`src/rtl/rv_pkg.sv`:
```
`default_nettype none
// +-------------------------------------------------------------------------+
// | rv_pkg : shared RV32I encode/decode kinds, formats and opcode constants |
// | Rev 1.0                                                                 |
// +-------------------------------------------------------------------------+
package rv_pkg;

  typedef enum logic [3:0] {
    K_LUI    = 4'd0,
    K_AUIPC  = 4'd1,
    K_JAL    = 4'd2,
    K_JALR   = 4'd3,
    K_BRANCH = 4'd4,
    K_LOAD   = 4'd5,
    K_STORE  = 4'd6,
    K_OP_IMM = 4'd7,
    K_OP     = 4'd8
  } kind_e;

  typedef enum logic [2:0] {
    RTYPE = 3'd0,
    ITYPE = 3'd1,
    STYPE = 3'd2,
    BTYPE = 3'd3,
    UTYPE = 3'd4,
    JTYPE = 3'd5,
    XTYPE = 3'd6
  } insttype_e;

  localparam logic [6:0] C_OPC_LUI    = 7'b0110111;
  localparam logic [6:0] C_OPC_AUIPC  = 7'b0010111;
  localparam logic [6:0] C_OPC_JAL    = 7'b1101111;
  localparam logic [6:0] C_OPC_JALR   = 7'b1100111;
  localparam logic [6:0] C_OPC_BRANCH = 7'b1100011;
  localparam logic [6:0] C_OPC_LOAD   = 7'b0000011;
  localparam logic [6:0] C_OPC_STORE  = 7'b0100011;
  localparam logic [6:0] C_OPC_OP_IMM = 7'b0010011;
  localparam logic [6:0] C_OPC_OP     = 7'b0110011;

  localparam logic [31:0] C_NOP = 32'h0000_0013;

  typedef struct packed {
    logic [3:0]  kind;
    logic [4:0]  rd;
    logic [4:0]  rs1;
    logic [4:0]  rs2;
    logic [2:0]  f3;
    logic        f7b5;
    logic [31:0] imm;
  } uop_t;

  function automatic insttype_e kind_type(input logic [3:0] kind);
    insttype_e t;
    t = XTYPE;
    case (kind)
      K_LUI, K_AUIPC:          t = UTYPE;
      K_JAL:                   t = JTYPE;
      K_JALR, K_LOAD, K_OP_IMM: t = ITYPE;
      K_BRANCH:                t = BTYPE;
      K_STORE:                 t = STYPE;
      K_OP:                    t = RTYPE;
      default:                 t = XTYPE;
    endcase
    return t;
  endfunction

  function automatic logic [6:0] opcode_of(input logic [3:0] kind);
    logic [6:0] o;
    o = C_NOP[6:0];
    case (kind)
      K_LUI:    o = C_OPC_LUI;
      K_AUIPC:  o = C_OPC_AUIPC;
      K_JAL:    o = C_OPC_JAL;
      K_JALR:   o = C_OPC_JALR;
      K_BRANCH: o = C_OPC_BRANCH;
      K_LOAD:   o = C_OPC_LOAD;
      K_STORE:  o = C_OPC_STORE;
      K_OP_IMM: o = C_OPC_OP_IMM;
      K_OP:     o = C_OPC_OP;
      default:  o = C_NOP[6:0];
    endcase
    return o;
  endfunction

endpackage
`default_nettype wire

```
`src/rtl/inst_encoder_pack.sv`:
```
`default_nettype none
// +-------------------------------------------------------------------------+
// | inst_pack : combinational micro-op fields -> RV32I word + error flag    |
// | Range checking present only when IMM_CHECK_EN is defined.   Rev 1.0    |
// +-------------------------------------------------------------------------+
module inst_pack
  import rv_pkg::*;
(
  input  logic [3:0]  i_kind,
  input  logic [4:0]  i_rd,
  input  logic [4:0]  i_rs1,
  input  logic [4:0]  i_rs2,
  input  logic [2:0]  i_f3,
  input  logic        i_f7b5,
  input  logic [31:0] i_imm,
  output logic [31:0] o_inst,
  output logic        o_err
);

  insttype_e  w_type;
  logic [6:0] w_opc;
  logic       w_shift;
  logic       w_range_err;
  logic [6:0] w_f7;

  assign w_type  = kind_type(i_kind);
  assign w_opc   = opcode_of(i_kind);
  // SLLI/SRLI/SRAI carry funct7 and a 5-bit shamt instead of a 12-bit immediate
  assign w_shift = (i_kind == K_OP_IMM) && (i_f3[1:0] == 2'b01);
  assign w_f7    = {1'b0, i_f7b5, 5'b00000};

  always_comb begin
    o_inst = C_NOP;
    case (w_type)
      RTYPE: o_inst = {w_f7, i_rs2, i_rs1, i_f3, i_rd, w_opc};
      ITYPE: begin
        if (w_shift) o_inst = {w_f7, i_imm[4:0], i_rs1, i_f3, i_rd, w_opc};
        else         o_inst = {i_imm[11:0], i_rs1, i_f3, i_rd, w_opc};
      end
      STYPE: o_inst = {i_imm[11:5], i_rs2, i_rs1, i_f3, i_imm[4:0], w_opc};
      BTYPE: o_inst = {i_imm[12], i_imm[10:5], i_rs2, i_rs1, i_f3,
                       i_imm[4:1], i_imm[11], w_opc};
      UTYPE: o_inst = {i_imm[31:12], i_rd, w_opc};
      JTYPE: o_inst = {i_imm[20], i_imm[10:1], i_imm[11], i_imm[19:12], i_rd, w_opc};
      default: o_inst = C_NOP;
    endcase
  end

`ifdef IMM_CHECK_EN
  always_comb begin
    w_range_err = 1'b0;
    case (w_type)
      ITYPE: begin
        if (w_shift) w_range_err = |i_imm[31:5];
        else         w_range_err = (i_imm != {{20{i_imm[11]}}, i_imm[11:0]});
      end
      STYPE: w_range_err = (i_imm != {{20{i_imm[11]}}, i_imm[11:0]});
      BTYPE: w_range_err = (i_imm != {{19{i_imm[12]}}, i_imm[12:0]}) || i_imm[0];
      JTYPE: w_range_err = (i_imm != {{11{i_imm[20]}}, i_imm[20:0]}) || i_imm[0];
      UTYPE: w_range_err = |i_imm[11:0];
      default: w_range_err = 1'b0;
    endcase
  end
`else
  assign w_range_err = 1'b0;
`endif

  assign o_err = (w_type == XTYPE) || w_range_err;

endmodule
`default_nettype wire

```
`src/rtl/inst_encoder.sv`:
```
`default_nettype none
// +-------------------------------------------------------------------------+
// | inst_encoder : 2-stage elastic RV32I encoder streaming addressed words  |
// | Optional immediate range check via IMM_CHECK_EN.            Rev 1.0    |
// +-------------------------------------------------------------------------+
module inst_encoder
  import rv_pkg::*;
#(
  parameter int ADDR_W = 32
) (
  input  logic              clk,
  input  logic              rst,
  input  logic              base_load,
  input  logic [ADDR_W-1:0] base_addr,
  input  logic              in_valid,
  output logic              in_ready,
  input  logic [3:0]        in_kind,
  input  logic [4:0]        in_rd,
  input  logic [4:0]        in_rs1,
  input  logic [4:0]        in_rs2,
  input  logic [2:0]        in_f3,
  input  logic              in_f7b5,
  input  logic [31:0]       in_imm,
  output logic              out_valid,
  input  logic              out_ready,
  output logic [31:0]       out_inst,
  output logic [ADDR_W-1:0] out_addr,
  output logic              out_err
);

  logic              w_s2_free;
  logic              w_s1_adv;
  logic              w_accept;
  logic [ADDR_W-1:0] w_base;
  logic [ADDR_W-1:0] w_assign;
  logic [31:0]       w_pack_inst;
  logic              w_pack_err;

  logic              r_s1_valid;
  uop_t              r_s1_uop;
  logic [ADDR_W-1:0] r_s1_addr;
  logic [ADDR_W-1:0] r_cnt;

  logic              r_out_valid;
  logic [31:0]       r_out_inst;
  logic [ADDR_W-1:0] r_out_addr;
  logic              r_out_err;

  assign w_s2_free = !r_out_valid || out_ready;
  assign w_s1_adv  = r_s1_valid && w_s2_free;
  assign in_ready  = !r_s1_valid || w_s1_adv;
  assign w_accept  = in_valid && in_ready;
  assign w_base    = base_addr & ~ADDR_W'(3);
  // A same-cycle base load takes effect for the word accepted in that cycle
  assign w_assign  = base_load ? w_base : r_cnt;

  always_ff @(posedge clk) begin
    if (rst) begin
      r_cnt <= '0;
    end else if (w_accept) begin
      r_cnt <= w_assign + ADDR_W'(4);
    end else if (base_load) begin
      r_cnt <= w_base;
    end
  end

  always_ff @(posedge clk) begin
    if (rst) begin
      r_s1_valid <= 1'b0;
    end else if (w_accept) begin
      r_s1_valid <= 1'b1;
    end else if (w_s1_adv) begin
      r_s1_valid <= 1'b0;
    end
  end

  always_ff @(posedge clk) begin
    if (w_accept) begin
      r_s1_uop.kind <= in_kind;
      r_s1_uop.rd   <= in_rd;
      r_s1_uop.rs1  <= in_rs1;
      r_s1_uop.rs2  <= in_rs2;
      r_s1_uop.f3   <= in_f3;
      r_s1_uop.f7b5 <= in_f7b5;
      r_s1_uop.imm  <= in_imm;
      r_s1_addr     <= w_assign;
    end
  end

  inst_pack u_pack (
    .i_kind (r_s1_uop.kind),
    .i_rd   (r_s1_uop.rd),
    .i_rs1  (r_s1_uop.rs1),
    .i_rs2  (r_s1_uop.rs2),
    .i_f3   (r_s1_uop.f3),
    .i_f7b5 (r_s1_uop.f7b5),
    .i_imm  (r_s1_uop.imm),
    .o_inst (w_pack_inst),
    .o_err  (w_pack_err)
  );

  always_ff @(posedge clk) begin
    if (rst) begin
      r_out_valid <= 1'b0;
      r_out_inst  <= '0;
      r_out_addr  <= '0;
      r_out_err   <= 1'b0;
    end else if (w_s1_adv) begin
      r_out_valid <= 1'b1;
      r_out_inst  <= w_pack_inst;
      r_out_addr  <= r_s1_addr;
      r_out_err   <= w_pack_err;
    end else if (out_ready) begin
      r_out_valid <= 1'b0;
    end
  end

  assign out_valid = r_out_valid;
  assign out_inst  = r_out_inst;
  assign out_addr  = r_out_addr;
  assign out_err   = r_out_err;

endmodule
`default_nettype wire

```
`config.mk`:
```
export PLATFORM = sky130hd
export DESIGN_NAME = inst_encoder
export DESIGN_NICKNAME = d
export VERILOG_FILES = /design/src/rtl/rv_pkg.sv /design/src/rtl/inst_encoder_pack.sv /design/src/rtl/inst_encoder.sv
export SDC_FILE = /design/constraint.sdc
export NUM_CORES = 1
export LEC_CHECK = 0
export ABC_AREA = 0
export BUFFER_PORTS_ARGS = -buffer_cell sky130_fd_sc_hd__buf_2
export CORE_MARGIN = 5
export CORE_UTILIZATION = 25
export DETAILED_ROUTE_END_ITERATION = 7
export MAX_ROUTING_LAYER = met4
export PLACE_DENSITY = 0.55
export SETUP_SLACK_MARGIN = 0.4
export SYNTH_ARGS = -nofsm -noshare
export SYNTH_HDL_FRONTEND = slang
export SYNTH_HIERARCHICAL = 1
export SYNTH_SLANG_ARGS = --single-unit
```
`constraint.sdc`:
```
create_clock -name clk -period 7.8 [get_ports clk]
set_input_delay 0.78 -clock clk [delete_from_list [all_inputs] [get_ports clk]]
set_output_delay 0.78 -clock clk [all_outputs]
set_load 0.05 [all_outputs]
```
==> results.sh <==
export IMPL_final_nets=970
export IMPL_fin_ws_ns=4.920
export IMPL_grt_util_all_layers=0.1277
export IMPL_max_freq_ghz=0.3472
export IMPL_fin_tns_setup_ns=0
export IMPL_drt_iter0_drc=435
export IMPL_status="finished clean"
export IMPL_maxSlewViolCount=0
export IMPL_synthesis_area_mm2=0.007839
export IMPL_cts_repair_resized=0
export IMPL_rsz0062_at_grt="false"
export IMPL_layout_drive_gt1_share=0.2598
export IMPL_placed_cell_area_mm2=0.008929
export IMPL_grt_max_degree=82
export IMPL_ys_seq_area_frac=0.5861
export IMPL_antenna_found_initial=1
export IMPL_row_count=64
export IMPL_post_cts_repair_setup_buffers=0
export IMPL_mostFrequentLayoutCell="buf_2"
export IMPL_synth_edf_count=87
export IMPL_synth_distinct_cells=68
export IMPL_ir_drop_mv=0.1567
export IMPL_htree_levels=4
export IMPL_cts_tree="done"
export IMPL_grt_pass1_wl_um=33900
export IMPL_dr_pass1_iters=5
export IMPL_stdcell_area_mm2=0.009513
export IMPL_hpwl_um=15160
export IMPL_final_hold_worst_slack_ns=0.4501
export IMPL_worstSetupEndpointType="register"
export IMPL_grt_remaining_overflow=0
export IMPL_worst_slew_pin_slew_ns=1.138
export IMPL_die_w_um=187.1
export IMPL_crit_path_start_kind="input port"
export IMPL_finalHoldViolCount=0
export IMPL_vias_per_cell=4.668
export IMPL_syn_to_final_growth_pct=21.36
export IMPL_reg2reg_depth=4
export IMPL_numCtsBuffers=17
export IMPL_most_common_layout_cells="buf_2 (155), nand2_1 (152), dfxtp_1 (99)"
export IMPL_ios=159
export IMPL_hold_path_class="reg -> reg"
export IMPL_ys_ff_latch=186
export IMPL_preCtsSetupSlack_ns=4.495
export IMPL_crit_required_ns=8.17
export IMPL_wl_per_cell_um=16.99
export IMPL_avgSynthCellArea_um2=10.59
export IMPL_hold_depth=2
export IMPL_start_util=0.2549
export IMPL_critPathKind="in -> reg"
export IMPL_grt_pass1_vias=5996
export IMPL_drv_cap=0
export IMPL_fin_crit_ns=2.880
export IMPL_core_region_area_mm2=0.03075
export IMPL_min_period_over_period=0.3692
export IMPL_ctsHoldBuffers=0
export IMPL_grt_busiest_layer="met2"
export IMPL_cts_root_buffer="clkbuf_16"
export IMPL_ys_warn_count=6
export IMPL_clock_path_buffers=2
export IMPL_drc=0
export IMPL_clk_pin_slew_ns=0.07
export IMPL_numPortBuffers=156
export IMPL_async_reset_ff_frac=0
export IMPL_die_area_mm2=0.03500
export IMPL_numClockSinks=186
export IMPL_worstSkewPairLatency_ns=0.44
export IMPL_globalRouteMet3Util=0.03191
export IMPL_use_met2=0.2017
export IMPL_synthCells=740
export IMPL_met1_usage=0.1595
export IMPL_wirelength_um=21890
export IMPL_power_leakage_nw=3.736
export IMPL_cellPowerDensity_mw_per_mm2=233.4
export IMPL_synthFlopType="dfxtp_1"
export IMPL_ant_nets=0
export IMPL_slew_headroom=0.2415
export IMPL_die_height_um=187.1
export IMPL_cp_max_fo=60
export IMPL_vias=6012
export IMPL_final_setup_skew_ns=0.005923
export IMPL_setup_viol=0
export IMPL_gp_congestion=0.8435
export IMPL_critPathArrivalTime_ns=3.25
[power breakdown]
part	internal (mW)	leakage, nW	switching, mW
logic	0.0799	1.78	0.169
clock network	0.492	0.287	0.369
registers	1.08	1.67	0.0286
[cell type report]
| class | instances | area (um2) |
|---|---|---|
| Fill cell | 3217 | 21240 |
| Sequential cell | 186 | 4594 |
| Multi-Input combinational cell | 493 | 2945 |
| Timing Repair Buffer | 162 | 828.3 |
| Clock buffer | 25 | 518.0 |
| Tap cell | 396 | 495.5 |
| Inverter | 17 | 65.06 |
| Clock inverter | 6 | 58.81 |
| Antenna cell | 3 | 7.507 |
[Yosys cell counts, drive strengths merged, types with 6 or more instances]
library cell,number,share of area
clkbuf,23,0.011
a221o,6,0.0077
nand4,10,0.0088
a21oi,89,0.057
xnor2,11,0.012
or3,8,0.0064
a22o,7,0.0089
edfxtp,87,0.33
and2,9,0.0072
nor2b,13,0.011
nand3,22,0.015
a22oi,9,0.0093
nand3b,15,0.018
inv,17,0.0081
nor3,6,0.0045
mux2i,9,0.011
buf,22,0.020
nor2,26,0.013
mux2,22,0.032
o21ai,9,0.0057
dfxtp,99,0.25
nand2,153,0.073
o211ai,10,0.0096
[layer usage]
| layer | vias up | routed length, um |
|---|---|---|
| li1 | 2910 | - |
| met1 | 2920 | 10060 |
| met2 | 160 | 10390 |
| met3 | 22 | 1067 |
| met4 | 0 | 363 |
| met5 | - | 0 |
[cells by family (layout without fill, tap and decap cells)]
kind of cell / count (synthesis) / count (layout) / synth area share
compound gates: 158 / 158 / 0.1287
xor+xnor: 13 / 13 / 0.01453
fa+ha+maj: 2 / 2 / 0.002873
buf+inv: 62 / 210 / 0.03910
flops: 186 / 186 / 0.5861
mux: 31 / 31 / 0.04310
other cells: 1 / 5 / 0.0004784
simple gates: 287 / 287 / 0.1852
[critical path, cell delays in order]
cell	delay (ns)
buf_2	0.07
buf_4	0.53
mux2_2	0.32
ha_1	0.19
o2111a_1	0.41
nand4_1	0.35
or3_1	0.45
a21oi_1	0.14
[metrics by stage]
| stage | util | power (mW) | instances |
|---|---|---|---|
| after CTS | 0.3091 | 2.251 | 1285 |
| after floorplan | - | 1.299 | 741 |
| after global placement | 0.2904 | 1.378 | 1254 |
| after global routing | 0.3092 | 2.309 | 1286 |
| final | 0.3094 | 2.220 | 1288 |
| after detailed placement | 0.2904 | 1.383 | 1254 |
[final timing paths]
check                             startpoint  slack (ns)           end
worst min-delay path            out_addr[10]        0.45  out_addr[10]
worst min register to register  out_addr[10]        0.45  out_addr[10]
worst max-delay path               base_load        4.92     r_cnt[20]
worst max register to register    r_s1_valid        5.53  r_s1_uop[44]
[registers in the layout (all words and copies together) (netlist names)]
register and count:
out_valid 1, r_s1_valid 1, r_cnt 32, out_err 1
out_addr 32, r_s1_uop 55, out_inst 32, r_s1_addr 32
No activity file was read; power rests on OpenSTA's default activity.
